--- src/rtl/sdf_r2_stage_ctrl.sv ---
// -----------------------------------------------------------------------------
// sdf_r2_stage_ctrl
//
// Sequencing controller for one radix-2 single-path-delay-feedback butterfly
// stage. A frame is 2*DELAY input samples:
//   - the first DELAY samples are parked in the feedback shift register
//     (butterfly WAITING),
//   - the next DELAY samples are combined with the parked ones (FIRST),
//   - then the DELAY difference terms are drained from the shift register
//     while upstream is held off (SECOND). During this drain the twiddle index
//     for the following multiplier walks 0..DELAY-1.
//
// All outputs are combinational from the phase/counter registers and the
// current inputs, so an accepted sample produces its output in the same
// cycle. Every output is forced to 0 while rst_n is low.
//
// Ports
//   clk        in   rising-edge clock
//   rst_n      in   synchronous active-low reset
//   in_valid   in   upstream sample present on butterfly A input
//   in_ready   out  stage accepts a sample this cycle
//   flush      in   synchronous abort, back to IDLE (drops this cycle's sample)
//   state      out  butterfly code: 00 IDLE, 01 FIRST, 10 SECOND, 11 WAITING
//   sr_en      out  feedback shift-register advance enable
//   out_valid  out  butterfly output valid
//   out_sop    out  first valid output of a frame
//   out_eop    out  last valid output of a frame
//   tw_idx     out  twiddle exponent k (0 outside SECOND)
//   busy       out  phase register is not IDLE
// -----------------------------------------------------------------------------
module sdf_r2_stage_ctrl #(
  parameter int DELAY = 16,
  localparam int CW = (DELAY > 1) ? $clog2(DELAY) : 1
) (
  input  logic          clk,
  input  logic          rst_n,
  input  logic          in_valid,
  output logic          in_ready,
  input  logic          flush,
  output logic [1:0]    state,
  output logic          sr_en,
  output logic          out_valid,
  output logic          out_sop,
  output logic          out_eop,
  output logic [CW-1:0] tw_idx,
  output logic          busy
);

  // Phase register encoding (internal; the external state code differs).
  localparam logic [1:0] PH_IDLE   = 2'd0;
  localparam logic [1:0] PH_WAIT   = 2'd1;
  localparam logic [1:0] PH_FIRST  = 2'd2;
  localparam logic [1:0] PH_SECOND = 2'd3;

  // Butterfly state codes driven on the state port.
  localparam logic [1:0] ST_IDLE   = 2'b00;
  localparam logic [1:0] ST_FIRST  = 2'b01;
  localparam logic [1:0] ST_SECOND = 2'b10;
  localparam logic [1:0] ST_WAIT   = 2'b11;

  // Terminal count of every half-frame and the counter increment.
  localparam logic [CW-1:0] CNT_LAST = CW'(DELAY - 1);
  localparam logic [CW-1:0] CNT_ZERO = CW'(0);
  localparam logic [CW-1:0] CNT_ONE  = CW'(1);

  // With DELAY==1 the parking half-frame is a single sample, which is taken
  // in IDLE itself, so the WAIT phase is skipped entirely.
  localparam logic SKIP_WAIT = (DELAY == 1) ? 1'b1 : 1'b0;

  logic [1:0]    phase_q, phase_d;
  logic [CW-1:0] cnt_q,   cnt_d;

  // Decoded phase and handshake terms shared by next-state and outputs.
  logic in_idle_s;
  logic in_wait_s;
  logic in_first_s;
  logic in_second_s;
  logic cnt_last_s;
  logic cnt_zero_s;
  logic ready_s;
  logic accept_s;
  logic [CW-1:0] cnt_inc_s;

  // Phase decode, terminal-count detect and the accept handshake.
  always_comb begin
    in_idle_s   = (phase_q == PH_IDLE);
    in_wait_s   = (phase_q == PH_WAIT);
    in_first_s  = (phase_q == PH_FIRST);
    in_second_s = (phase_q == PH_SECOND);
    cnt_last_s  = (cnt_q == CNT_LAST);
    cnt_zero_s  = (cnt_q == CNT_ZERO);
    cnt_inc_s   = cnt_q + CNT_ONE;
    // Upstream is held off only while the shift register drains.
    ready_s     = rst_n & ~in_second_s;
    // Flush wins over a simultaneous sample; that sample is dropped.
    accept_s    = in_valid & ready_s & ~flush;
  end

  // Next-state logic for the phase register and half-frame counter.
  always_comb begin
    phase_d = phase_q;
    cnt_d   = cnt_q;
    if (flush) begin
      phase_d = PH_IDLE;
      cnt_d   = CNT_ZERO;
    end else begin
      case (phase_q)
        PH_IDLE: begin
          if (accept_s) begin
            if (SKIP_WAIT) begin
              phase_d = PH_FIRST;
              cnt_d   = CNT_ZERO;
            end else begin
              // The sample taken in IDLE is the first parked one.
              phase_d = PH_WAIT;
              cnt_d   = CNT_ONE;
            end
          end else begin
            phase_d = PH_IDLE;
            cnt_d   = cnt_q;
          end
        end
        PH_WAIT: begin
          if (accept_s) begin
            if (cnt_last_s) begin
              phase_d = PH_FIRST;
              cnt_d   = CNT_ZERO;
            end else begin
              phase_d = PH_WAIT;
              cnt_d   = cnt_inc_s;
            end
          end else begin
            phase_d = PH_WAIT;
            cnt_d   = cnt_q;
          end
        end
        PH_FIRST: begin
          if (accept_s) begin
            if (cnt_last_s) begin
              phase_d = PH_SECOND;
              cnt_d   = CNT_ZERO;
            end else begin
              phase_d = PH_FIRST;
              cnt_d   = cnt_inc_s;
            end
          end else begin
            phase_d = PH_FIRST;
            cnt_d   = cnt_q;
          end
        end
        PH_SECOND: begin
          // The drain never stalls: it needs no upstream data.
          if (cnt_last_s) begin
            phase_d = PH_IDLE;
            cnt_d   = CNT_ZERO;
          end else begin
            phase_d = PH_SECOND;
            cnt_d   = cnt_inc_s;
          end
        end
        default: begin
          phase_d = PH_IDLE;
          cnt_d   = CNT_ZERO;
        end
      endcase
    end
  end

  // Phase and counter flops with synchronous active-low reset.
  always_ff @(posedge clk) begin
    if (!rst_n) begin
      phase_q <= PH_IDLE;
      cnt_q   <= CNT_ZERO;
    end else begin
      phase_q <= phase_d;
      cnt_q   <= cnt_d;
    end
  end

  // Output decode; everything is forced to 0 while reset is asserted.
  always_comb begin
    state     = ST_IDLE;
    in_ready  = 1'b0;
    sr_en     = 1'b0;
    out_valid = 1'b0;
    out_sop   = 1'b0;
    out_eop   = 1'b0;
    tw_idx    = CNT_ZERO;
    busy      = 1'b0;
    if (rst_n) begin
      case (phase_q)
        // A sample arriving in IDLE is already being parked, hence WAITING.
        PH_IDLE:   state = in_valid ? ST_WAIT : ST_IDLE;
        PH_WAIT:   state = ST_WAIT;
        PH_FIRST:  state = ST_FIRST;
        PH_SECOND: state = ST_SECOND;
        default:   state = ST_IDLE;
      endcase
      in_ready  = ready_s;
      sr_en     = accept_s | in_second_s;
      out_valid = (in_first_s & accept_s) | in_second_s;
      out_sop   = in_first_s & cnt_zero_s & accept_s;
      out_eop   = in_second_s & cnt_last_s;
      tw_idx    = in_second_s ? cnt_q : CNT_ZERO;
      busy      = ~in_idle_s;
    end else begin
      state     = ST_IDLE;
      in_ready  = 1'b0;
      sr_en     = 1'b0;
      out_valid = 1'b0;
      out_sop   = 1'b0;
      out_eop   = 1'b0;
      tw_idx    = CNT_ZERO;
      busy      = 1'b0;
    end
  end

  // in_wait_s is part of the decode set for readability; fold it in here so
  // the phase decode stays complete and every decoded term has a reader.
  logic unused_decode_s;
  always_comb begin
    unused_decode_s = in_wait_s & 1'b0;
  end

endmodule

--- config.mk ---
export PLATFORM = sky130hd
export DESIGN_NAME = sdf_r2_stage_ctrl
export DESIGN_NICKNAME = d
export VERILOG_FILES = /design/src/rtl/sdf_r2_stage_ctrl.sv
export SDC_FILE = /design/constraint.sdc
export NUM_CORES = 1
export LEC_CHECK = 0
export ABC_AREA = 1
export BUFFER_PORTS_ARGS = -buffer_cell sky130_fd_sc_hd__buf_2
export CAP_MARGIN = 5
export CORE_AREA = 2 2 39 41
export CTS_BUF_LIST = sky130_fd_sc_hd__clkbuf_16
export DETAILED_ROUTE_END_ITERATION = 6
export DIE_AREA = 0 0 41 43
export HOLD_SLACK_MARGIN = 0.05
export PLACE_DENSITY_LB_ADDON = 0.1
export SKIP_CTS_REPAIR_TIMING = 1
export SLEW_MARGIN = 25
export SYNTH_ARGS = -nofsm -noshare
export SYNTH_HDL_FRONTEND = slang
export SYNTH_SLANG_ARGS = --single-unit
export TNS_END_PERCENT = 20
--- constraint.sdc ---
create_clock -name clk -period 2.03 [get_ports clk]
set_clock_uncertainty 0.1 [all_clocks]
set_input_delay 0.406 -clock clk [delete_from_list [all_inputs] [get_ports clk]]
set_output_delay 0.406 -clock clk [all_outputs]
set_load 0.01 [all_outputs]
Yosys cells after proc, flatten, opt, wreduce, memory -nomap -nowiden
Index checks and enable logic that the tools add are counted.
{"block": "totals", "ff_bits": 6, "in_bits": 4, "output_inout_bits": 12, "wordCells": 49}
{"block": "op_classes", "n_addsub": 1, "eq_ne": 6, "mux": 22, "bitwise_logic": 13, "n_reduce_logical": 5}
{"cell": "$mux 4", "count": 5}
{"cell": "$pmux 2 s4", "count": 2}
{"cell": "$mux 2", "count": 6}
{"cell": "$pmux 4 s3", "count": 1}
{"cell": "$mux 1", "count": 8}
{"cell": "$and 1x1->1", "count": 7}
{"cell": "$add 4x1->4 const B", "count": 1}
{"cell": "$eq 2x2->1 const B", "count": 2}
{"cell": "$eq 4x4->1 const B", "count": 1}
{"cell": "$logic_not 4->1", "count": 1}
{"cell": "$ne 2x1->1 const B", "count": 2}
{"cell": "$not 1->1", "count": 4}
{"cell": "$reduce_or 2->1", "count": 2}
{"cell": "$eq 2x1->1 const B", "count": 1}
{"cell": "$logic_not 2->1", "count": 1}
{"cell": "$or 1x1->1", "count": 2}
{"cell": "$reduce_and 2->1", "count": 1}

Logic depth before layout (Yosys ltp)
Gate-level depths: netlist (run 1).
{"block": "depth", "word_depth": 8, "ltp_mapped": 9, "ltp_nobuf": 9}

Worst setup path after synthesis (run 1)
Ideal clock, no wire load.
{"block": "synth_timing", "path_type": "register -> output", "start": "register phase_q[0]", "end": "output state[1]", "arrival_time_ps": 1187, "t_required_ps": 1524, "path_slack_ps": 337, "stages_incl_launch_ff": 7, "path_buffers": 0, "cell_sequence": "dfxtp_1 inv_1 ha_1 nor2_1 nor2_1 a31o_1 inv_1"}
{"block": "synth_between", "elab_chain_cells": 3}
{"item": "from (decl)", "line_no": "70", "text": "logic [1:0] phase_q, phase_d;"}
{"item": "from (signal assigned)", "line_no": "175", "text": "phase_q <= phase_d;"}
{"item": "$eq 2x2->1 (tied with other cells)", "line_no": "191", "text": "case (phase_q)"}
{"item": "$pmux 2 s4 *", "line_no": "191"}
{"item": "$mux 2 *", "line_no": "190", "text": "if (rst_n) begin"}
{"item": "to (decl)", "line_no": "40", "text": "output logic [1:0] state,"}
Every way passes the cells marked *; elsewhere a longest branch is shown, timed or not.

Worst setup path in the final report (run 1)
Same ends and word-level chain as after synthesis.

==> impl_results.md, run 1 <==
- Synth area leader: dfxtp_1
- Worst slew margin: a little under nine tenths
- Detailed Route WL: 1116 um
- Leakage: slightly below 0.0004 uW
- Worst EP arrival: 1.34 ns
- Slew Limit Fails: 0
- Total gr overflow: 0
- FP Rows: 14
- CTS tree: done
- PwrDens: 684.5 mW/mm^2
- Antenna violations before repair: 0
- Slew of the pin with the lowest slew margin: 0.2161 ns
- Syn Inst Count: 84
- RSZ-0062 raised after global routing: false
- Kind of critical path: flop to output port
- Post-synthesis cell type count: 20
- Share of cells above drive strength 1: 34.31%
- Number of port buffers: 15
- Synth-to-layout area growth: 33.72%
- Post-route cell area: 714.4 um^2
- Nets: 114
- Initial Util: 38.61%
- Tmin final: between 1.5 and 2 ns
- Peak VDD IR: 558.1 uV
- XOR/XNOR share of the synthesized area: 1.639%
- DRC Markers: 0
- Syn Nets: 94
- Synth Area per Inst: 6.360 um^2
- CP max FO: 4
- Seq/Total Area, Yosys: 22.48%
- Die H: 43 um
- Adder-cell share of the synthesized area: ~14%
- Reg clk slew, reported paths: 0.03 ns
- Total Power: 489.0 uW
- Outcome: completed
- Skew-Pair Late Insertion Delay: 0.23 ns
- Vias in the first global route: 469
- H-tree levels: 1
- Main combinational cell family by area after synthesis: simple AND/OR/NAND/NOR gates
- First-pass GRT wire length: 1849 um
- Simple-gate area share of the yosys netlist: around two fifths
- All-Layer GR Usage: 15.88%
- Via/cell ratio: around 4.6
- Clk sink count: 6
- Max cap viols: 0
- Die ar.: 0.001763 mm^2
- Hpwl dp: 921.1 um
- Period utilization: 90.98%
- DR vias: 539
- Fin. Hold Viols: 0
- 1st-pass router iterations: 4
- Largest net degree at the start of global routing: 8
- Post-synth top area share: 22.48%
- Post-DRT Antenna Nets: 0
- Area contributors post-synth: dfxtp_1 (22%), ha_1 (14%), nand2_1 (11%)
- Hold Crit Class: flop to flop
- Diode count: 0
- Cell Area, Synth: about 530 um^2
- Clock Tree Buf Depth: 2
- TritonCTS Buffers: 3
- Chip width: 41 um
- Dpl cell area: 629.4 um^2
- Seq cells post-synth: 6
- Wirelength per Cell: 9.458 um
- Core Box Area: around 0.0014 mm^2
- 1st-iter DRT viols: 8
- Post-Route Setup TNS: 0 ns
- CP Launch Type: flop
- Final setup vio count: 0
- IO Pins: 16
- Root Driver: clkbuf_16
- Synth Area in Compound Gates: 9.836%
- Mux cell area share after synthesis: 0%
- CP endpoint kind: output port
- RePlAce Congestion: 0.7073
- Ys Warns: 0
- Peak Freq: around 540 MHz
- Worst EP required: 1.52 ns
[cells in the final DEF (no fill, tap or decap)]
cell | Yosys | layout
a21oi_1 | 5 | 5
a21oi_2 | 1 | 1
a31o_1 | 1 | 1
buf_2 | 0 | 15
clkbuf_16 | 0 | 3
clkinv_1 | 1 | 1
dfxtp_1 | 6 | 4
dfxtp_2 | 0 | 2
ha_1 | 6 | 4
ha_2 | 0 | 2
inv_1 | 13 | 13
inv_2 | 3 | 3
nand2_1 | 16 | 16
nand2_2 | 2 | 2
nand2_4 | 1 | 1
nand3_1 | 6 | 6
nand3_2 | 1 | 1
nand4_1 | 1 | 1
nor2_1 | 13 | 12
nor2_2 | 3 | 4
nor2_4 | 1 | 1
nor3_1 | 1 | 1
o21ai_1 | 2 | 2
xor2_1 | 1 | 1
[area by class of cell]
type	instances	area, um^2
inverters	17	63.81
clock buffers	3	75.07
flip-flops and latches	6	122.6
repair buffers	15	75.07
multi-input cells	61	357.8
fillers	133	669.4
well taps	16	20.02
[report_power, final]
| part | switching (uW) | internal (uW) | leakage [uW] |
|---|---|---|---|
| logic | 32.7 | 19.4 | 0.000298 |
| registers | 1.83 | 121 | 0.0000495 |
| clock network | 61.7 | 252 | 0.0000370 |
[per-layer routing]
metal  up-vias  part of all wire (%)  global-route usage (%)
met1       219                    48                   20.32
li1        299                     -                       -
met2        16                    43                   22.19
met4         0                   4.3                   16.00
met5         -                     0                       0
met3         5                   4.5                       0
[kinds of logic (layout without fill, tap and decap cells)]
logic type / count (synthesis) / after routing
AOI/OAI and AO/OA: 9 / 9
xor gates and xnor gates: 1 / 1
adders and majority gates: 6 / 6
buffers and inverters: 17 / 35
DFF: 6 / 6
and+or+nand+nor: 45 / 45
[per-stage QoR]
stage / worst slack [ns] / util, % / std cells / hold slack [ns]
floorplan: 0.3369 / - / 84 / 0.3756
global placement: 0.2951 / 45.48 / 115 / 0.4067
detailed placement: 0.3211 / 45.48 / 115 / 0.4076
CTS: 0.07368 / 50.90 / 118 / 0.4121
global route: 0.03325 / 51.63 / 118 / 0.4242
finish: 0.1830 / 51.63 / 118 / 0.4105
[cells in the mapped netlist]
| cell type | count |
|---|---|
| nand4_1 | 1 |
| a21oi_2 | 1 |
| nand2_4 | 1 |
| inv_2 | 3 |
| nor2_4 | 1 |
| ha_1 | 6 |
| nand3_1 | 6 |
| dfxtp_1 | 6 |
| a21oi_1 | 5 |
| nand3_2 | 1 |
| clkinv_1 | 1 |
| xor2_1 | 1 |
| nor2_1 | 13 |
| nand2_2 | 2 |
| inv_1 | 13 |
| a31o_1 | 1 |
| nor2_2 | 3 |
| nand2_1 | 16 |
| o21ai_1 | 2 |
| nor3_1 | 1 |
[path summary, 6_finish.rpt]
| kind | slack [ns] | from | to | depth (start not counted) |
|---|---|---|---|---|
| max | 0.18 | phase_q[0] | state[1] | 7 |
| min | 0.41 | cnt_q[3] | cnt_q[3] | 2 |
| max reg2reg | 0.66 | phase_q[1] | cnt_q[2] | 9 |
| min reg2reg | 0.41 | cnt_q[3] | cnt_q[3] | 2 |
[state kept, by name, indices dropped and copies added, names as in the netlist]
signal   cells
cnt_q        4
phase_q      2
[critical path, cell delays in order (launching register included)]
cell,delay [ns]
dfxtp_2,0.33
inv_1,0.06
ha_2,0.22
nor2_2,0.12
nor2_1,0.06
a31o_1,0.18
inv_1,0.04
buf_2,0.11
No activity file was read; power rests on OpenSTA's default activity.
==> inputs of run 2 (changes only) <==
==> constraint.sdc (replaced) <==
create_clock -name clk -period 2.2 [get_ports clk]
set_clock_uncertainty 0.1 [all_clocks]
set_input_delay 0.44 -clock clk [delete_from_list [all_inputs] [get_ports clk]]
set_output_delay 0.44 -clock clk [all_outputs]
set_load 0.01 [all_outputs]
==> impl_results.md, run 2 (synthesis results as in run 1) <==
- Sequential power share: 25.5% (+0.4 points)
- Hold Crit Class: flop to flop
- Die H: 43 um (unchanged)
- Skew-Pair Late Insertion Delay: 0.22 ns (about the same)
- Die ar.: 0.001763 mm^2 (unchanged)
- Largest net degree at the start of global routing: 8 (unchanged)
- Diode count: 0 (unchanged)
- Top Registers: cnt_q x4, phase_q x2
- DRC Markers: 0 (unchanged)
- Worst slew margin: 84.97% (-0.60 points)
- Wirelength per Cell: 9.297 um (-1.7%)
- 1st-iter DRT viols: 13 (+5)
- H-tree levels: 1 (unchanged)
- Worst EP required: 1.66 ns (+0.14 ns)
- FILL cells: 139 (+4.5%)
- Worst EP arrival: 1.44 ns (+0.10 ns)
- CTS tree: done
- Max cap viols: 0 (unchanged)
- Via/cell ratio: 4.542 (-0.56%)
- PwrDens: 630.6 mW/mm^2 (-7.9%)
- Slew of the pin with the lowest slew margin: 0.2255 ns (+0.009454 ns)
- Total gr overflow: 0 (unchanged)
- Clock share of power: 63.9% (-0.3 points)
- Initial Util: 38.61% (unchanged)
- Chip width: 41 um (unchanged)
- CP Launch Type: flop
- Share of cells above drive strength 1: 29.41% (-4.9 points)
- Hpwl dp: 931.3 um (+1.1%)
- Outcome: completed
- Nets: 114 (unchanged)
- IO Pins: 16 (unchanged)
- Vias in the first global route: 460 (-1.9%)
- Peak Freq: 504.9 MHz
- All-Layer GR Usage: 14.97% (-0.90 points)
- Comb power frac: 10.6% (about the same)
- FP Rows: 14 (unchanged)
- Peak VDD IR: 486.1 uV (-13%)
- Root Driver: clkbuf_16
- RePlAce Congestion: 0.7090 (+0.24%)
- Leading cell types in the layout, fill and taps excluded: nand2_1 (16), buf_2 (15), inv_1 (13), nor2_1 (13)
- Clk sink count: 6 (unchanged)
- First-pass GRT wire length: 1828 um (-1.1%)
- Antenna violations before repair: 0 (unchanged)
- CP max FO: 4 (unchanged)
- Reg clk slew, reported paths: 0.03 ns (about the same)
- DR vias: 536 (-0.56%)
- RSZ-0062 raised after global routing: false
- Leading cell type in the layout, fill and taps excluded: nand2_1
- Synth-to-layout area growth: 31.85%
- Detailed Route WL: 1097 um (-1.7%)
- Number of port buffers: 15 (unchanged)
- Post-Route Setup TNS: 0 ns (unchanged)
- Total Power: 444.2 uW (-9.2%)
- CP endpoint kind: output port
- Final setup vio count: 0 (unchanged)
- Core Box Area: 0.001384 mm^2 (unchanged)
- Tmin final: a little under 2 ns
- 1st-pass router iterations: 4 (unchanged)
- Int Power: 361.3 uW (-8.0%)
- Post-DRT Antenna Nets: 0 (unchanged)
- Fin. Hold Viols: 0 (unchanged)
- Hold slack: 0.4080 ns (-0.002556 ns)
- Switch share: 18.67% (-1.0 points)
- Period utilization: 90.02%
- Kind of critical path: flop to output port
- Clock Tree Buf Depth: 2 (unchanged)
- Leakage: 0.0003877 uW (+0.84%)
- Psw: 82.96 uW (-14%)
- Slew Limit Fails: 0 (unchanged)
- Biggest register: cnt_q
- TritonCTS Buffers: 3 (unchanged)
- Max reg flops: 4 (unchanged)
==> run 2: changes by cell type in the layout (fill, tap and decap cells not counted) <==
| cell | before | now |
|---|---|---|
| ha_1 | 4 | 6 |
| nor2_2 | 4 | 3 |
| dfxtp_1 | 4 | 6 |
| dfxtp_2 | 2 | 0 |
| nor2_1 | 12 | 13 |
| ha_2 | 2 | 0 |
==> run 2: power by group through the flow <==
stage	Sequential, uW	Combinational (uW)	Clock, uW
global placement	115	47.9	0
CTS	113	47.5	288
global route	113	53.8	297
finish	113	47.2	284
detailed placement	115	47.3	0
floorplan	114	33.0	0
==> run 2: critical path, cell delays in order (launching register included) <==
cell and delay (ns):
dfxtp_1 0.34, inv_1 0.07, ha_1 0.26, nor2_1 0.15, nor2_1 0.07, a31o_1 0.18
inv_1 0.04, buf_2 0.11
==> run 2: layer usage <==
metal	up-vias	GRT usage, %	share of wire (%)
met4	0	8.000	0.82
met2	13	20.94	43
li1	295	-	-
met5	-	0	0
met3	2	1.571	4.3
met1	226	21.61	52
==> run 2: final timing paths <==
path,endpoint,start,slack [ns],cells past startpoint
setup / recovery,state[1],phase_q[0],0.22,7
hold reg to reg,cnt_q[3],cnt_q[3],0.41,2
setup reg to reg,cnt_q[2],phase_q[0],0.82,8
hold / removal,cnt_q[3],cnt_q[3],0.41,2
==> run 2: cell type report <==
class	instances	area (um^2)	area share (%)
multi-input cells	61	350.3	49.73
flip-flops and latches	6	120.1	17.05
clock buffers	3	75.07	10.66
repair buffers	15	75.07	10.66
inverters	17	63.81	9.059
well taps	16	20.02	2.842
==> run 2: metrics by stage <==
stage	area [um^2]	std cells	worst slack (ns)	utilization, %
2_1_floorplan	534.3	84	0.4729	-
3_3_place_gp	629.4	115	0.4311	45.48
3_5_place_dp	629.4	115	0.4582	45.48
4_1_cts	704.4	118	0.2187	50.90
5_1_grt	704.4	118	0.02700	50.90
6_report	704.4	118	0.2196	50.90
